`src/rtl/uart_rx_pkg.sv`:
```
// uart_rx_pkg
//   Shared constants for the serial receiver: default frame geometry,
//   the idle level of the line and the receive FSM state encodings.
package uart_rx_pkg;

  localparam int DEF_CLKS_PER_BIT = 16;
  localparam int DEF_DATA_BITS    = 8;

  // An idle line sits high; a falling edge marks a start bit.
  localparam logic LINE_IDLE = 1'b1;

  localparam logic [2:0] ST_IDLE  = 3'd0;
  localparam logic [2:0] ST_START = 3'd1;
  localparam logic [2:0] ST_DATA  = 3'd2;
  localparam logic [2:0] ST_STOP  = 3'd3;
  localparam logic [2:0] ST_BREAK = 3'd4;

  typedef enum logic [2:0] {
    S_IDLE  = ST_IDLE,
    S_START = ST_START,
    S_DATA  = ST_DATA,
    S_STOP  = ST_STOP,
    S_BREAK = ST_BREAK
  } rx_state_e;

endpackage

```
`src/rtl/uart_rx_sync_2ff.sv`:
```
// sync_2ff
//   Two-flop synchronizer that brings an asynchronous level into the clk
//   domain. Both flops reset to RST_VAL so the output stays at a known
//   level through and just after reset.
// Ports:
//   clk  system clock
//   rst  synchronous, active-high reset
//   d    asynchronous input
//   q    synchronized output (second flop)
module sync_2ff #(
  parameter logic RST_VAL = 1'b1
) (
  input  logic clk,
  input  logic rst,
  input  logic d,
  output logic q
);

  logic s1_q;
  logic s2_q;

  always_ff @(posedge clk) begin
    if (rst) begin
      s1_q <= RST_VAL;
      s2_q <= RST_VAL;
    end else begin
      s1_q <= d;
      s2_q <= s1_q;
    end
  end

  assign q = s2_q;

endmodule

```
`src/rtl/uart_rx.sv`:
```
// uart_rx
//   Serial receiver: start bit 0, DATA_BITS data bits LSB-first, stop bit 1.
//   The recovered word is offered on a valid/ready port; a bad stop bit or a
//   word arriving while the previous one is still unconsumed is flagged with
//   a one-cycle pulse and the new word is dropped.
// Ports:
//   clk        system clock
//   rst        synchronous, active-high reset
//   rx         asynchronous serial line, idle high
//   data_out   received word, held while out_valid=1
//   out_valid  data_out holds an unconsumed word
//   out_ready  consumer takes data_out this cycle
//   frame_err  pulse: stop bit sampled low
//   overrun    pulse: word completed while previous word unconsumed
module uart_rx
  import uart_rx_pkg::*;
#(
  parameter int CLKS_PER_BIT = DEF_CLKS_PER_BIT,
  parameter int DATA_BITS    = DEF_DATA_BITS
) (
  input  logic                 clk,
  input  logic                 rst,
  input  logic                 rx,
  output logic [DATA_BITS-1:0] data_out,
  output logic                 out_valid,
  input  logic                 out_ready,
  output logic                 frame_err,
  output logic                 overrun
);

  localparam int CW = $clog2(CLKS_PER_BIT);
  localparam int BW = $clog2(DATA_BITS + 1);

  // Terminal counts: half a bit to reach the start-bit midpoint, a full bit
  // between later sample points.
  localparam logic [CW-1:0] HALF_TC = CW'(CLKS_PER_BIT / 2 - 1);
  localparam logic [CW-1:0] BIT_TC  = CW'(CLKS_PER_BIT - 1);
  localparam logic [BW-1:0] LAST_BIT = BW'(DATA_BITS - 1);

  logic                 rx_s2;
  rx_state_e            state_q;
  logic [CW-1:0]        cnt_q;
  logic [BW-1:0]        bit_q;
  logic [DATA_BITS-1:0] shift_q;
  logic [DATA_BITS-1:0] shift_d;
  logic [DATA_BITS-1:0] data_q;
  logic                 valid_q;
  logic                 ferr_q;
  logic                 ovr_q;

  sync_2ff #(.RST_VAL(LINE_IDLE)) u_sync (
    .clk (clk),
    .rst (rst),
    .d   (rx),
    .q   (rx_s2)
  );

  // New bits enter at the MSB so the first received bit ends up in bit 0.
  assign shift_d = {rx_s2, shift_q[DATA_BITS-1:1]};

  always_ff @(posedge clk) begin
    if (rst) begin
      state_q <= S_IDLE;
      cnt_q   <= '0;
      bit_q   <= '0;
      shift_q <= '0;
      data_q  <= '0;
      valid_q <= 1'b0;
      ferr_q  <= 1'b0;
      ovr_q   <= 1'b0;
    end else begin
      ferr_q <= 1'b0;
      ovr_q  <= 1'b0;
      if (valid_q && out_ready) begin
        valid_q <= 1'b0;
      end

      case (state_q)
        S_IDLE: begin
          cnt_q <= '0;
          bit_q <= '0;
          if (rx_s2 == 1'b0) begin
            state_q <= S_START;
          end
        end

        S_START: begin
          if (cnt_q == HALF_TC) begin
            cnt_q <= '0;
            bit_q <= '0;
            // A line that is high again at mid-start was only a glitch.
            state_q <= (rx_s2 == 1'b0) ? S_DATA : S_IDLE;
          end else begin
            cnt_q <= cnt_q + CW'(1);
          end
        end

        S_DATA: begin
          if (cnt_q == BIT_TC) begin
            cnt_q   <= '0;
            shift_q <= shift_d;
            if (bit_q == LAST_BIT) begin
              state_q <= S_STOP;
            end else begin
              bit_q <= bit_q + BW'(1);
            end
          end else begin
            cnt_q <= cnt_q + CW'(1);
          end
        end

        S_STOP: begin
          if (cnt_q == BIT_TC) begin
            cnt_q <= '0;
            if (rx_s2 == 1'b1) begin
              // An accept in this same cycle frees the holding register,
              // so the new word can replace the consumed one directly.
              if (!valid_q || out_ready) begin
                data_q  <= shift_q;
                valid_q <= 1'b1;
              end else begin
                ovr_q <= 1'b1;
              end
              state_q <= S_IDLE;
            end else begin
              ferr_q  <= 1'b1;
              state_q <= S_BREAK;
            end
          end else begin
            cnt_q <= cnt_q + CW'(1);
          end
        end

        S_BREAK: begin
          // Hold off until the line returns high so a stuck-low line
          // cannot spawn a stream of bogus frames.
          cnt_q <= '0;
          if (rx_s2 == 1'b1) begin
            state_q <= S_IDLE;
          end
        end

        default: begin
          state_q <= S_IDLE;
          cnt_q   <= '0;
          bit_q   <= '0;
        end
      endcase
    end
  end

  assign data_out  = data_q;
  assign out_valid = valid_q;
  assign frame_err = ferr_q;
  assign overrun   = ovr_q;

endmodule

```
`config.mk`:
```
export PLATFORM = sky130hd
export DESIGN_NAME = uart_rx
export DESIGN_NICKNAME = d
export VERILOG_FILES = /design/src/rtl/uart_rx_pkg.sv /design/src/rtl/uart_rx_sync_2ff.sv /design/src/rtl/uart_rx.sv
export SDC_FILE = /design/constraint.sdc
export NUM_CORES = 1
export LEC_CHECK = 0
export ABC_AREA = 1
export CORE_MARGIN = 4
export CORE_UTILIZATION = 55
export CTS_BUF_LIST = sky130_fd_sc_hd__clkbuf_16
export DETAILED_ROUTE_END_ITERATION = 8
export HOLD_SLACK_MARGIN = 0.06
export PLACE_DENSITY_LB_ADDON = 0.1
export SLEW_MARGIN = 20
export SYNTH_ARGS = -nofsm -noshare
export SYNTH_HDL_FRONTEND = slang
export SYNTH_HIERARCHICAL = 1
export SYNTH_SLANG_ARGS = --single-unit
```
`constraint.sdc`:
```
create_clock -name clk -period 1.55 [get_ports clk]
set_input_delay 0.2325 -clock clk [delete_from_list [all_inputs] [get_ports clk]]
set_output_delay 0.2325 -clock clk [all_outputs]
set_load 0.01 [all_outputs]
```
==> results.cfg, run 1 <==
[status]
status = finished clean

[cells_and_area]
seq_area_um2 = 643
fill_cells = 213
syn_to_final_growth_pct = 25.8
layout-drive-gt1-share_pct = 20.4
multi_input_comb_area_um2 = 751
diodes = 0
nets = 221
stdcell_count = 246

[clocking]
clk-insertion-delay-late_ns = 0.27
cts-root-buf = clkbuf_16
ctsHoldBuffers = 0
cts.sinks = 32
cts_buffer_depth = 2
ctsHtreeMaxLevel = 2
path_clk_slew_ns = 0.05
cts_buffers = 5
tritoncts = done

[routing]
routedWlPerCell_um = 11.5
drt-pass1-iter-count = 4
detail_route.iter0.violations = 69
antenna_left = 0
via_count = 1222
vias_per_cell = 4.97
wl_mm = 2.82
drc = 0

[global_route]
grt_use_met1_pct = 25.2
grt_pass1_vias = 1155
grt_max_degree = 22
antenna_found_initial = 0
busiest_layer = met2
groute.layer.met3.usage_pct = 7.41
grt_pass1_wl_mm = 4.91
grt.met2_usage_pct = 26.4
track_usage_pct = 18.9
overflow = 0

[run]
cap_viol_max_count = 0

[min_path]
min_path_type = flop to flop

[floorplanning]
die_width_um = 59.4
die_area_um2 = 3530
io_pins = 15
start_util_pct = 58.1
rows = 18
die_h_um = 59.4
core-area_um2 = 2500

[critical_path]
critPathArrivalTime_ns = 1.57
critPathMaxFanout = 6
start_kind = flop
r2r_setup_slack_ns = 0.14
endpoint_kind = flop
critPathRequiredTime_ns = 1.71
path_class = flop to flop

[logic_synthesis]
async_flop_share_pct = 0
ys_warn_count = 6
seq_area_frac_synth_pct = 44.1
synth-seq-cells = 32
synth_cells = 192
synth_nets = 198
yosysUniqueCellTypes = 29
synth_top_flop_cell = dfxtp_1
syn-mean-instance-area_um2 = 7.57
synth_edf_count = 0
synth_top_area_share_pct = 44.1
synth.area.top_cells = dfxtp_1 44%, nor2_1 13%, nor2_2 6.0%
syn_area_um2 = 1450
yosysTopAreaCell = dfxtp_1

[placement]
dpl_worst_slack_ns = 0.0415
gp_congestion = 0.927
dpl.hpwl_mm = 2.03
portBuffers = 14
placed_cells = 237

[power_and_ir_drop]
peakVddDrop_mv = 1.26
p_leak_nw = 0.815
cellPowerDensity_nw_per_um2 = 1330

[sta]
setup_ws_ns = 0.140
fin_crit_ns = 1.41
rsz0062_at_grt = no
min_period_over_period_pct = 91.0
setup_viol = 0
finalClockSkew_ns = 0.00814
fmax_mhz = 709
finalHoldViolations = 0
max-slew-margin-rel_pct = 81.4
tns_ns = 0
tightestPinTransition_ns = 0.279
slew_violations = 0
-- synth_stat cells, types with 2 or more instances --
library cell / n
a21oi_1: 2
dfxtp_1: 32
ha_1: 2
inv_1: 15
inv_2: 2
nand2_1: 22
nand2_2: 5
nand3_1: 7
nand3_2: 2
nor2_1: 51
nor2_2: 14
nor2_4: 2
nor3_1: 4
o21ai_0: 7
o21ai_1: 10
xor2_1: 2
-- timing repair --
item / CTS / global route
buffers inserted: 0 / 0
resized for setup: 0 / 6
setup endpoints to repair: 0 / 12
-- worst paths after layout --
| check | from | cells after the start | to |
|---|---|---|---|
| max | cnt_q[1] | 8 | bit_q[0] |
| min | u_sync/s1_q | 2 | u_sync/q |
| max reg2reg | cnt_q[1] | 8 | bit_q[0] |
| min reg2reg | u_sync/s1_q | 2 | u_sync/q |
-- area by class of cell --
type	instances	share of cell area, %
Multi-Input combinational cell	139	41.1
Sequential cell	32	35.2
Timing Repair Buffer	18	9.99
Clock buffer	5	6.84
Inverter	19	4.24
Tap cell	30	2.05
Clock inverter	3	0.616
-- critical path, cell delays in order (launching register included) --
cell and delay (ns):
dfxtp_1 0.37, ha_4 0.18, nand2_1 0.09, nor2_1 0.15
nor2_2 0.06, nor2_2 0.13, nand2_2 0.11, o21ai_1 0.15
nor2_1 0.05
-- power by group --
group          switching [W]  internal, W
Sequential         0.0000779     0.000883
Combinational       0.000364     0.000212
Clock               0.000315     0.000575
-- registers in the layout, indices dropped and copies added (netlist names) --
signal       count
bit_q            4
u_sync/s1_q      1
u_sync/q         1
overrun          1
frame_err        1
shift_q          8
state_q          3
out_valid        1
cnt_q            4
data_out         8
-- through the flow --
| step | util [%] | hold WS [ns] | instance area [um2] | total power (W) |
|---|---|---|---|---|
| floorplan | - | 0.295 | 1450 | 0.00144 |
| global placement | 66.1 | 0.394 | 1650 | 0.00152 |
| detailed placement | 66.1 | 0.398 | 1650 | 0.00154 |
| CTS | 71.6 | 0.408 | 1790 | 0.00244 |
| global route | 73.1 | 0.423 | 1830 | 0.00258 |
| finish | 73.1 | 0.407 | 1830 | 0.00243 |
-- cell families (layout without fill, tap and decap cells) --
group                    after synthesis  after routing  share of synthesized area (%)
buffers and inverters                 22             45                           6.72
AO/OA/AOI/OAI                         22             22                           8.18
flip-flops                            32             32                           44.1
adder cells (fa/ha/maj)                2              2                           1.72
XOR/XNOR                               2              2                           1.21
AND/OR/NAND/NOR                      112            113                           38.1
-- placed cells by master (no fill, tap or decap), types with 3 or more instances in the layout --
master           instances
nor2_1                  51
dfxtp_1                 30
nand2_1                 22
inv_1                   17
nor2_2                  14
clkdlybuf4s50_1         14
o21ai_1                 10
o21ai_0                  7
nand3_1                  7
clkbuf_16                5
nand2_2                  4
nor3_1                   4
nor2_4                   3
buf_4                    3
-- layer usage --
metal	share of wire (%)	vias up	wire [um]
met2	47	28	1320
met4	0.39	0	11
met5	0	-	0
met3	4.8	2	136
li1	-	651	-
met1	48	541	1350
Note: power is estimated with default switching activity, not from simulation.
==> run 2, diff against run 1 <==
==> constraint.sdc (replaced) <==
create_clock -name clk -period 1.3 [get_ports clk]
set_input_delay 0.195 -clock clk [delete_from_list [all_inputs] [get_ports clk]]
set_output_delay 0.195 -clock clk [all_outputs]
set_load 0.01 [all_outputs]
==> results.cfg, run 2 (synthesis results as in run 1) <==
[status]
status = finished with violations
violations = negative setup slack

[placement]
dpl_worst_slack_ns = -0.0661
placed_cells = 248
dpl.hpwl_mm = 2.30
placed_area_um2 = 1750
gp_congestion = 0.793
portBuffers = 14

[critical_path]
cpPeakStageDelay_ns = 0.35
r2r_setup_slack_ns = -0.03
rr_endpoint = shift_q[6]
critPathBufInv = 2
start_kind = flop
critPathMaxFanout = 7
cp_top_family = simple AND/OR/NAND/NOR gates
critPathRequiredTime_ns = 1.51
path_class = flop to flop
critPathSlowestCell = dfxtp_2
cp_common_cell = buf_6
cp_cell_sequence = ha_4, nand3_4, buf_6, nor2_4, buf_6, o21ai_2, nor2_1
critPathArrivalTime_ns = 1.54
reg2reg_from = cnt_q[1]
endpoint_kind = flop
r2r_cells = 7

[routing]
wl_mm = 3.40
detail_route.iter0.violations = 40
drc = 0
routedWlPerCell_um = 13.1
antenna_left = 0
drt-pass1-iter-count = 5
via_count = 1340
vias_per_cell = 5.17

[clocking]
ctsHtreeMaxLevel = 2
cts_buffers = 5
tritoncts = done
clk-insertion-delay-late_ns = 0.27
cts_buffer_depth = 2
cts.sinks = 32
path_clk_slew_ns = 0.05
cts-root-buf = clkbuf_16

[cells_and_area]
stdcell_count = 259
nets = 234
multi_input_comb_area_um2 = 848
diodes = 0
syn_to_final_growth_pct = 40.6
layout_commonest_cell = nor2_1
layout-drive-gt1-share_pct = 37.6
fill_cells = 164
seq_area_um2 = 653
most-common-layout-cells = 45 x nor2_1, 24 x dfxtp_1, 20 x nand2_1
final_cell_area_um2 = 2040
final_util_pct = 81.7

[global_route]
track_usage_pct = 21.3
grt_pass1_wl_mm = 5.49
grt_pass1_vias = 1216
overflow = 0
grt_max_degree = 22
antenna_found_initial = 0

[sta]
setup_viol = 18
tightestPinTransition_ns = 0.272
slew_violations = 0
tns_ns = -0.302
finalHoldViolations = 0
finalClockSkew_ns = 0.00459
rsz0062_at_grt = yes
setup_ws_ns = -0.0302
fmax_mhz = 752
max-slew-margin-rel_pct = 81.8
min_period_over_period_pct = 102
fin_crit_ns = 1.33

[power_and_ir_drop]
cellPowerDensity_nw_per_um2 = 1630
p_leak_nw = 0.957
p_sw_share_pct = 30.8
power.switching_w = 0.00102
combPwrFrac_pct = 26.1
power_frac_seq_pct = 34.4
clkPwrFrac_pct = 39.5
peakVddDrop_mv = 1.41
p_int_w = 0.00230

[run]
cap_viol_max_count = 0

[floorplanning]
io_pins = 15
die_area_um2 = 3530
die_width_um = 59.4
rows = 18
die_h_um = 59.4
start_util_pct = 58.1
core-area_um2 = 2500

[min_path]
hp-start = u_sync/s1_q
hold_path_depth = 2
hold_end = u_sync/q
min_path_type = flop to flop
run 2: power by group through the flow:
stage / logic, W / registers [W] / clock network (W)
final: 0.000867 / 0.00114 / 0.00131
after global placement: 0.000736 / 0.00114 / 0
after floorplan: 0.000592 / 0.00113 / 0
after detailed placement: 0.000778 / 0.00114 / 0
after global routing: 0.000952 / 0.00116 / 0.00137
after CTS: 0.000821 / 0.00113 / 0.00132
run 2: per-stage QoR:
step	power, W	hold slack (ns)
6_report	0.00332	0.409
4_1_cts	0.00327	0.414
3_5_place_dp	0.00192	0.402
5_1_grt	0.00348	0.441
2_1_floorplan	0.00172	0.257
3_3_place_gp	0.00187	0.392
run 2: repair_timing:
action,CTS,global route
cloned,1,0
setup endpoints to repair,27,23
buffers inserted,1,1
pin swaps,7,13
resized for setup,23,31
hold buffers,0,0
run 2: area by class of cell:
type	instances	area share, %
timing repair buffer	31	12.8
tap	30	1.84
multi-input combinational	139	41.5
inverter	19	3.80
clock buffer	5	6.13
clock inverter	3	1.90
sequential	32	32.0
run 2: layer usage:
layer	track usage, %	part of all wire, %	vias up	wire, um
met5	0	0	-	0
met4	7.77	1.3	0	45
met3	5.88	4.3	6	147
met2	34.0	48	30	1620
met1	27.3	47	623	1590
li1	-	-	681	-
run 2: how the worst max path moves through the flow:
stage | slack (ns) | startpoint | endpoint | depth (start not counted)
floorplan | 0.03 | cnt_q[1] | data_out[7] | 8
global placement | -0.01 | out_ready | data_out[5] | 7
detailed placement | -0.07 | cnt_q[1] | bit_q[0] | 8
CTS | -0.03 | cnt_q[1] | bit_q[1] | 8
global route | -0.12 | cnt_q[1] | shift_q[6] | 7
finish | -0.03 | cnt_q[1] | shift_q[6] | 7
run 2: worst min-delay path: stages (launching register included):
cell	delay [ns]
dfxtp_1	0.30
inv_1	0.03
nand2_1	0.05
